`src/rtl/scan_auth_response_checker_misr.sv`:
```
// rtl/scan_auth_response_checker_misr.sv - serial-input MISR compactor for scan-out responses
module misr_compactor #(
    parameter int               SIG_W = 16,
    parameter logic [SIG_W-1:0] POLY  = 16'h1021,
    parameter logic [SIG_W-1:0] SEED  = 16'hFFFF
) (
    input  logic             clk,
    input  logic             rst_n,
    input  logic             load,
    input  logic             shift_en,
    input  logic             din,
    output logic [SIG_W-1:0] sig
);

    always_ff @(posedge clk or negedge rst_n) begin
        if (!rst_n) begin
            sig <= SEED;
        end else if (load) begin
            sig <= SEED;
        end else if (shift_en) begin
            sig <= {sig[SIG_W-2:0], din} ^ (sig[SIG_W-1] ? POLY : '0);
        end
    end

endmodule

```
`config.mk`:
```
export PLATFORM = sky130hd
export DESIGN_NAME = misr_compactor
export DESIGN_NICKNAME = d
export VERILOG_FILES = /design/src/rtl/scan_auth_response_checker_misr.sv
export SDC_FILE = /design/constraint.sdc
export NUM_CORES = 1
export LEC_CHECK = 0
export BUFFER_PORTS_ARGS = -buffer_cell sky130_fd_sc_hd__clkbuf_2
export CAP_MARGIN = 25
export CORE_UTILIZATION = 48
export DETAILED_ROUTE_END_ITERATION = 8
export PLACE_DENSITY = 0.75
export SETUP_SLACK_MARGIN = 0.05
export SLEW_MARGIN = 20
export SYNTH_ARGS = -nofsm -noshare
export SYNTH_HDL_FRONTEND = slang
export SYNTH_SLANG_ARGS = --single-unit
```
`constraint.sdc`:
```
create_clock -name clk -period 0.9 [get_ports clk]
set_input_delay 0.045 -clock clk [delete_from_list [all_inputs] [get_ports clk]]
set_output_delay 0.045 -clock clk [all_outputs]
set_load 0.005 [all_outputs]
```
==> results.sh, run 1 <==
export IMPL_p_comb_share_pct=23.1
export IMPL_die_w_um=40.68
export IMPL_worst_slew_pin_slew_ns=0.3960
export IMPL_critPathRequiredTime_ns=0.85
export IMPL_cts_inserted_buffers=3
export IMPL_hold_viol_final=0
export IMPL_synth_fp_nets=62
export IMPL_syn_cell_area_um2=718.2
export IMPL_status="finished, violations left"
export IMPL_hold_start="din"
export IMPL_grt_usage_pct=21.49
export IMPL_wl_per_cell_um=17.54
export IMPL_cp_num_buf_inv=1
export IMPL_routed_wl_um=1965
export IMPL_ys_ff_latch=16
export IMPL_rr_endpoint="sig[15]$_DFFE_PN1P_"
export IMPL_finalWorstSetupSlack_ns=-0.1331
export IMPL_core_um2=1350
export IMPL_initialDrtViolationCount=18
export IMPL_clockBufferDepth=2
export IMPL_fp_row_count=13
export IMPL_holdCritPathClass="primary input to flop"
export IMPL_drive_gt1_share_pct=76.29
export IMPL_clk_pin_slew_worst_paths_ns=0.10
export IMPL_cp_data_arrival_time_ns=0.99
export IMPL_crit_start="sig[15]$_DFFE_PN1P_"
export IMPL_slowest_stage="dfstp_2"
export IMPL_fin_nets=103
export IMPL_vias=611
export IMPL_root_buffer="clkbuf_4"
export IMPL_critical_path_top_delay_family="flip-flops"
export IMPL_preCtsSetupSlack_ns=0.01358
export IMPL_seqPwrFrac_pct=48.5
export IMPL_path_class="flop to output port"
export IMPL_worstSetupEndpointType="output port"
export IMPL_fin_crit_sh_pct=114.8
export IMPL_dpl_cell_area_um2=817.0
export IMPL_maxSlewViolCount=0
export IMPL_setup_tns_ns=-2.353
export IMPL_r2r_start="sig[15]$_DFFE_PN1P_"
export IMPL_grt_pass1_wl_um=2256
export IMPL_finClkSkew_ns=0.0009172
export IMPL_final_antenna_net_count=0
export IMPL_antenna_found_initial=0
export IMPL_rsz0062_at_grt="yes"
export IMPL_hold_slack_ns=0.007748
export IMPL_yosysWarningCount=0
export IMPL_remaining_drc_errors=0
export IMPL_post_dp_hpwl_um=834.1
export IMPL_power_switching_mw=0.4488
export IMPL_cts_tree="done"
export IMPL_r2r_slack_ns=-0.12
export IMPL_portBuffers=20
export IMPL_maxSlewHeadroom_pct=73.60
export IMPL_synth_seq_area_share_pct=58.54
export IMPL_grt_max_degree=31
export IMPL_power_density_nw_per_um2=1514
export IMPL_viasPerCell=5.455
export IMPL_p_clk_share_pct=28.5
export IMPL_p_sw_share_pct=25.85
export IMPL_clkLatencyLatePin_ns=0.30
export IMPL_intPower_mw=1.288
export IMPL_rr_worst_depth=3
export IMPL_crit_chain="clkbuf_2"
export IMPL_start_kind="flop"
export IMPL_fmax_mhz=968.0
export IMPL_setup_viol=31
export IMPL_grt_pass1_vias=476
export IMPL_max_flop_register="sig"
export IMPL_boundaryPins=21
export IMPL_violations="negative setup slack"
export IMPL_vdd_drop_max_v=0.001236
export IMPL_die_h_um=40.68
export IMPL_fp_dieArea_um2=1655
export IMPL_htreeDepth=1
export IMPL_netlist_cell_type_count=9
export IMPL_min_to="sig[0]$_DFFE_PN1P_"
export IMPL_whs_path_depth=3
export IMPL_crit_fanout=3
export IMPL_num_antenna_cells=0
export IMPL_syn_inst=57
export IMPL_tritoncts_num_sinks=16
export IMPL_cpPeakStageDelay_ns=0.57
export IMPL_reg_top3="sig x16"
export IMPL_grt_overflow=0
export IMPL_synthToLayoutAreaGrowth_pct=59.76
export IMPL_final_cell_area_um2=1147
export IMPL_leakage_nw=0.5661
export IMPL_drt_first_pass_iters=4
export IMPL_fin_crit_ns=1.033
export IMPL_largest_register_ffs=16
export IMPL_globalplace_congestion=0.6526
export IMPL_maxCapViolations=0
export IMPL_syn_mean_instance_area_um2=12.60
export IMPL_start_util_pct=53.20
export IMPL_p_total_mw=1.737
worst max-delay path by stage:
stage,depth (start not counted),slack [ns],to
floorplan,2,0.05,sig[15]$_DFFE_PN1P_
global placement,2,0.04,sig[15]$_DFFE_PN1P_
detailed placement,2,0.01,sig[0]$_DFFE_PN1P_
CTS,1,-0.11,sig[15]
global route,3,-0.16,sig[15]$_DFFE_PN1P_
finish,1,-0.13,sig[15]
kinds of logic (layout without fill, tap and decap cells):
group           after synthesis  count (layout)  share of synthesized area [%]
flops                        16              16                          58.54
buf+inv                       5              45                          5.575
compound gates               16              16                          17.94
simple gates                 17              17                          14.28
xor+xnor                      3               3                          3.659
per-stage QoR:
stage                     utilization (%)  instances
final                               84.99        112
after global placement              60.52         88
after floorplan                         -         57
after CTS                           74.33        108
after detailed placement            60.52         88
after global routing                84.99        112
placed cells by master, fill, tap and decap left out:
cell type,n
nor2b_4,12
clkbuf_8,1
buf_4,11
buf_12,1
a21oi_1,2
a211o_1,13
nor3_2,1
xnor2_1,3
a21oi_2,1
clkbuf_2,18
buf_6,10
dlygate4sd3_1,1
nor2b_1,2
nor3_1,2
clkbuf_4,3
dfstp_2,16
power groups by stage:
stage	sequential (mW)	combinational, mW	clock (mW)
2_1_floorplan	0.855	0.120	0
3_3_place_gp	0.854	0.201	0
3_5_place_dp	0.857	0.207	0
4_1_cts	0.832	0.304	0.473
5_1_grt	0.847	0.429	0.526
6_report	0.842	0.401	0.494
metal layers:
layer  global-route usage, %  routed length, µm
met1                   27.24                843
met3                   3.261                 78
met2                   35.71               1010
met4                   10.00                 32
met5                       0                  0
Yosys cell counts:
| cell | n | share of area, % |
|---|---|---|
| nor2b_1 | 14 | 12 |
| a211o_1 | 13 | 16 |
| buf_6 | 2 | 3.1 |
| nor3_1 | 3 | 2.1 |
| buf_4 | 1 | 1.0 |
| xnor2_1 | 3 | 3.7 |
| dfstp_2 | 16 | 59 |
| a21oi_1 | 3 | 2.1 |
| buf_2 | 2 | 1.4 |
cell type report:
cell class | instances | area, µm²
fill | 59 | 202.7
multi-input combinational | 36 | 356.6
timing repair buffer | 41 | 315.3
clock buffer | 4 | 36.28
sequential | 16 | 420.4
tap | 15 | 18.77
repair_timing:
item                                    4_1_cts  5_1_grt
setup buffers                                15        4
pin swaps                                    14        9
resized for setup                             6       23
hold endpoints to repair                     16        0
hold buffers                                  1        0
endpoints found under the setup margin       22       32
No activity file was read; power rests on OpenSTA's default activity.
==> inputs of run 2 (changes only) <==
- CELL_PAD_IN_SITES_DETAIL_PLACEMENT: default -> 0
- CELL_PAD_IN_SITES_GLOBAL_PLACEMENT: default -> 1
- CORE_UTILIZATION: 48 -> 38
- PLACE_DENSITY: 0.75 -> default
- PLACE_DENSITY_LB_ADDON: default -> 0.1
==> results.sh, run 2 (synthesis gave the netlist of run 1 again) <==
export IMPL_rsz0062_at_grt="yes"
export IMPL_num_antenna_cells=0
export IMPL_grt_overflow=0
export IMPL_slowest_stage="dfstp_2"
export IMPL_setup_tns_ns=-1.492
export IMPL_setup_viol=28
export IMPL_placedCellCount=101
export IMPL_finClkSkew_ns=0.007168
export IMPL_routed_wl_um=1564
export IMPL_cts_tree="done"
export IMPL_remaining_drc_errors=0
export IMPL_die_w_um=45.48
export IMPL_maxSlewHeadroom_pct=73.10
export IMPL_post_dp_hpwl_um=926.1
export IMPL_power_density_nw_per_um2=1462
export IMPL_clk_pin_slew_worst_paths_ns=0.10
export IMPL_final_common_cell="clkbuf_2"
export IMPL_final_cell_mix="20 x clkbuf_2, 16 x dfstp_2, 13 x a211o_1"
export IMPL_status="finished, violations left"
export IMPL_grt_pass1_wl_um=2366
export IMPL_initialDrtViolationCount=5
export IMPL_portBuffers=20
export IMPL_worst_slew_pin_slew_ns=0.4035
export IMPL_cp_data_arrival_time_ns=0.95
export IMPL_largest_register_ffs=16
export IMPL_htreeDepth=1
export IMPL_fin_crit_sh_pct=110.6
export IMPL_crit_start="sig[5]$_DFFE_PN1P_"
export IMPL_p_comb_share_pct=22.8
export IMPL_fin_nets=103
export IMPL_p_clk_share_pct=27.8
export IMPL_root_buffer="clkbuf_4"
export IMPL_rr_worst_depth=3
export IMPL_vias=571
export IMPL_cp_num_buf_inv=1
export IMPL_finalWorstSetupSlack_ns=-0.09535
export IMPL_p_sw_share_pct=24.06
export IMPL_violations="negative setup slack"
export IMPL_boundaryPins=21
export IMPL_drt_first_pass_iters=4
export IMPL_tritoncts_num_sinks=16
export IMPL_max_flop_register="sig"
export IMPL_antenna_found_initial=0
export IMPL_wl_per_cell_um=12.82
export IMPL_clockBufferDepth=2
export IMPL_r2r_start="sig[15]$_DFFE_PN1P_"
export IMPL_fmax_mhz=1005
export IMPL_critical_path_top_delay_family="flip-flops"
export IMPL_fin_cells=122
export IMPL_hold_start="din"
export IMPL_fp_dieArea_um2=2068
export IMPL_grt_usage_pct=16.18
export IMPL_maxCapViolations=0
export IMPL_drive_gt1_share_pct=76.29
export IMPL_final_antenna_net_count=0
export IMPL_fp_row_count=15
export IMPL_synthToLayoutAreaGrowth_pct=60.80
export IMPL_postLayoutCoreUtil_pct=66.16
export IMPL_fin_crit_ns=0.9953
export IMPL_start_util_pct=41.15
export IMPL_critPathRequiredTime_ns=0.85
export IMPL_cp_num_cells=1
export IMPL_reg_top3="sig x16"
export IMPL_core_um2=1745
export IMPL_whs_path_depth=3
export IMPL_viasPerCell=4.680
export IMPL_holdCritPathClass="primary input to flop"
export IMPL_cpPeakStageDelay_ns=0.56
export IMPL_seqPwrFrac_pct=49.4
export IMPL_leakage_nw=0.5654
export IMPL_power_switching_mw=0.4062
export IMPL_vdd_drop_max_v=0.001073
export IMPL_worstSetupEndpointType="output port"
export IMPL_path_class="flop to output port"
export IMPL_crit_fanout=2
export IMPL_clkLatencyLatePin_ns=0.28
export IMPL_intPower_mw=1.282
export IMPL_cts_inserted_buffers=3
export IMPL_die_h_um=45.48
export IMPL_grt_pass1_vias=548
export IMPL_hold_viol_final=0
export IMPL_crit_chain="clkbuf_2"
export IMPL_globalplace_congestion=0.6989
export IMPL_grt_max_degree=20
export IMPL_maxSlewViolCount=0
export IMPL_start_kind="flop"
run 2: changes by cell type in the layout (fill, tap and decap cells not counted), sizes merged:
cell	before	now
buf	22	20
clkbuf	22	24
run 2: what timing repair did:
item                       in CTS  in global routing
hold endpoints to repair       16                  0
gates resized for setup         1                 23
hold buffers                    1                  0
pin swaps                      12                  8
setup endpoints to repair      20                 32
buffers inserted               15                  1
run 2: power by group through the flow:
stage / registers, mW / clock network, mW / logic (mW)
after floorplan: 0.855 / 0 / 0.120
after global placement: 0.855 / 0 / 0.223
after detailed placement: 0.857 / 0 / 0.223
after CTS: 0.831 / 0.487 / 0.311
after global routing: 0.841 / 0.519 / 0.416
final: 0.834 / 0.469 / 0.386
run 2: final cells by class:
type / instances / area [µm²]
clock buffers: 4 / 36.28
fillers: 155 / 590.6
multi-input cells: 36 / 359.1
flip-flops and latches: 16 / 420.4
well taps: 25 / 31.28
repair buffers: 41 / 307.8
run 2: final timing paths:
path	endpoint	slack, ns
worst min-delay path	sig[0]$_DFFE_PN1P_	0.02
worst max-delay path	sig[5]	-0.1
min in group asynchronous	sig[15]$_DFFE_PN1P_	0.52
max in group asynchronous	sig[1]$_DFFE_PN1P_	0.35
worst max register to register	sig[15]$_DFFE_PN1P_	-0.05
worst min register to register	sig[3]$_DFFE_PN1P_	0.63
run 2: per-layer routing:
layer | track usage, % | share of wire (%) | wire length [µm] | up-vias
met2 | 26.29 | 48 | 758 | 13
met5 | 0 | 0 | 0 | -
met3 | 3.571 | 3.3 | 51 | 0
met1 | 21.16 | 48 | 755 | 275
met4 | 5.455 | 0 | 0 | 0
li1 | - | - | - | 283
run 2: metrics by stage:
step	hold WS (ns)	area (µm²)	power (mW)	setup WS, ns
finish	0.02136	1155	1.689	-0.09535
global route	0.03725	1155	1.776	-0.1319
CTS	0.01446	1031	1.629	-0.1075
detailed placement	0.2821	864.6	1.080	0.0002917
global placement	0.2865	864.6	1.078	0.03747
floorplan	-0.1028	718.2	0.9745	0.05009
==> inputs of run 3 (changes only) <==
- SETUP_SLACK_MARGIN: 0.05 -> 0.1
==> results.sh, run 3 (synthesis gave the netlist of run 1 again) <==
export IMPL_status="finished, violations left"
export IMPL_violations="negative setup slack"
export IMPL_routed_wl_um=1524
export IMPL_fp_row_count=15
export IMPL_synthToLayoutAreaGrowth_pct=55.57
export IMPL_htreeDepth=1
export IMPL_initialDrtViolationCount=3
export IMPL_fin_crit_sh_pct=110.3
export IMPL_fp_dieArea_um2=2068
export IMPL_vias=592
export IMPL_remaining_drc_errors=0
export IMPL_tritoncts_num_sinks=16
export IMPL_maxSlewViolCount=0
export IMPL_cts_tree="done"
export IMPL_final_cell_mix="19 x clkbuf_2, 16 x dfstp_2, 13 x a211o_1, 13 x buf_4, 9 x nor2b_4"
export IMPL_power_density_nw_per_um2=1496
export IMPL_fin_cells=122
export IMPL_grt_max_degree=18
export IMPL_critical_path_top_delay_family="flip-flops"
export IMPL_drt_first_pass_iters=4
export IMPL_grt_pass1_wl_um=2497
export IMPL_final_common_cell="clkbuf_2"
export IMPL_path_class="flop to output port"
export IMPL_rsz0062_at_grt="yes"
export IMPL_worst_slew_pin_slew_ns=0.3977
export IMPL_num_antenna_cells=0
export IMPL_r2r_start="sig[15]$_DFFE_PN1P_"
export IMPL_crit_chain="clkbuf_2"
export IMPL_globalplace_congestion=0.6589
export IMPL_placedCellCount=100
export IMPL_die_w_um=45.48
export IMPL_portBuffers=20
export IMPL_leakage_nw=0.5372
export IMPL_critPathRequiredTime_ns=0.85
export IMPL_post_dp_hpwl_um=881.5
export IMPL_setup_viol=29
export IMPL_clockBufferDepth=2
export IMPL_max_flop_register="sig"
export IMPL_final_antenna_net_count=0
export IMPL_holdCritPathClass="primary input to flop"
export IMPL_grt_overflow=0
export IMPL_rr_worst_depth=3
export IMPL_root_buffer="clkbuf_4"
export IMPL_antenna_found_initial=0
export IMPL_largest_register_ffs=16
export IMPL_r2r_slack_ns=-0.05
export IMPL_cpPeakStageDelay_ns=0.56
export IMPL_fmax_mhz=1008
export IMPL_die_h_um=45.48
export IMPL_start_util_pct=41.15
export IMPL_clkLatencyLatePin_ns=0.28
export IMPL_rr_endpoint="sig[15]$_DFFE_PN1P_"
export IMPL_fin_nets=103
export IMPL_finClkSkew_ns=0.001115
export IMPL_hold_viol_final=0
export IMPL_vdd_drop_max_v=0.0009221
export IMPL_cts_inserted_buffers=3
export IMPL_grt_pass1_vias=570
export IMPL_cp_num_buf_inv=1
export IMPL_setup_tns_ns=-1.508
export IMPL_worstSetupEndpointType="output port"
export IMPL_hold_start="din"
export IMPL_finalWorstSetupSlack_ns=-0.09249
export IMPL_drive_gt1_share_pct=73.20
export IMPL_min_to="sig[0]$_DFFE_PN1P_"
export IMPL_slowest_stage="dfstp_2"
export IMPL_cp_data_arrival_time_ns=0.95
export IMPL_clk_pin_slew_worst_paths_ns=0.10
export IMPL_wl_per_cell_um=12.49
export IMPL_core_um2=1745
export IMPL_boundaryPins=21
export IMPL_crit_fanout=3
export IMPL_start_kind="flop"
export IMPL_whs_path_depth=3
export IMPL_fin_crit_ns=0.9925
export IMPL_maxSlewHeadroom_pct=73.49
export IMPL_maxCapViolations=0
export IMPL_viasPerCell=4.852
export IMPL_grt_usage_pct=17.09
export IMPL_reg_top3="sig x16"
## run 3: cell types whose count changed in the layout (fill, tap and decap cells not counted)
cell | previous run | this run
buf_12 | 2 | 0
buf_6 | 6 | 8
nor2b_1 | 3 | 5
nor2b_4 | 11 | 9
buf_4 | 12 | 13
clkbuf_2 | 20 | 19
xnor2_1 | 1 | 2
xnor2_2 | 2 | 1
## run 3: what timing repair did
item,CTS,global route
pin swaps,1,4
resized for setup,3,22
hold buffers,1,0
setup endpoints to repair,32,32
endpoints found under the hold margin,16,0
buffers inserted,15,2
## run 3: per-stage QoR
stage / util (%) / hold slack, ns / worst slack, ns / total power, mW / cell area, µm²
detailed placement: 47.67 / 0.2960 / 0.02302 / 1.063 / 832.0
finish: 64.01 / 0.01678 / -0.09249 / 1.671 / 1117
floorplan: - / -0.1028 / 0.05526 / 0.9745 / 718.2
CTS: 57.85 / 0.01313 / -0.1011 / 1.626 / 1010
global route: 64.01 / 0.04133 / -0.1186 / 1.750 / 1117
global placement: 47.67 / 0.2990 / 0.03989 / 1.060 / 832.0
## run 3: how the worst max path moves through the flow
stage	to	slack (ns)	cells after the start	from
2_1_floorplan	sig[15]$_DFFE_PN1P_	0.06	2	sig[15]$_DFFE_PN1P_
3_3_place_gp	sig[5]$_DFFE_PN1P_	0.04	2	sig[15]$_DFFE_PN1P_
3_5_place_dp	sig[12]$_DFFE_PN1P_	0.02	2	sig[15]$_DFFE_PN1P_
4_1_cts	sig[12]	-0.10	1	sig[12]$_DFFE_PN1P_
5_1_grt	sig[15]	-0.12	1	sig[15]$_DFFE_PN1P_
6_report	sig[12]	-0.09	1	sig[12]$_DFFE_PN1P_
## run 3: layer usage
metal / track usage, % / part of all wire (%)
met5: 0 / 0
met4: 9.091 / 1.2
met3: 2.778 / 4.2
met2: 25.14 / 51
met1: 23.98 / 44
## run 3: power breakdown
group          internal [mW]  leakage, nW  switching (mW)
clock network          0.246       0.0210           0.232
registers              0.804        0.169          0.0301
logic                  0.215        0.347           0.144
total                   1.26        0.537           0.406
## run 3: area by class of cell
class	instances	area, µm²
well taps	25	31.28
multi-input cells	36	336.6
clock buffers	4	36.28
repair buffers	41	292.8
flip-flops and latches	16	420.4
fillers	160	628.1
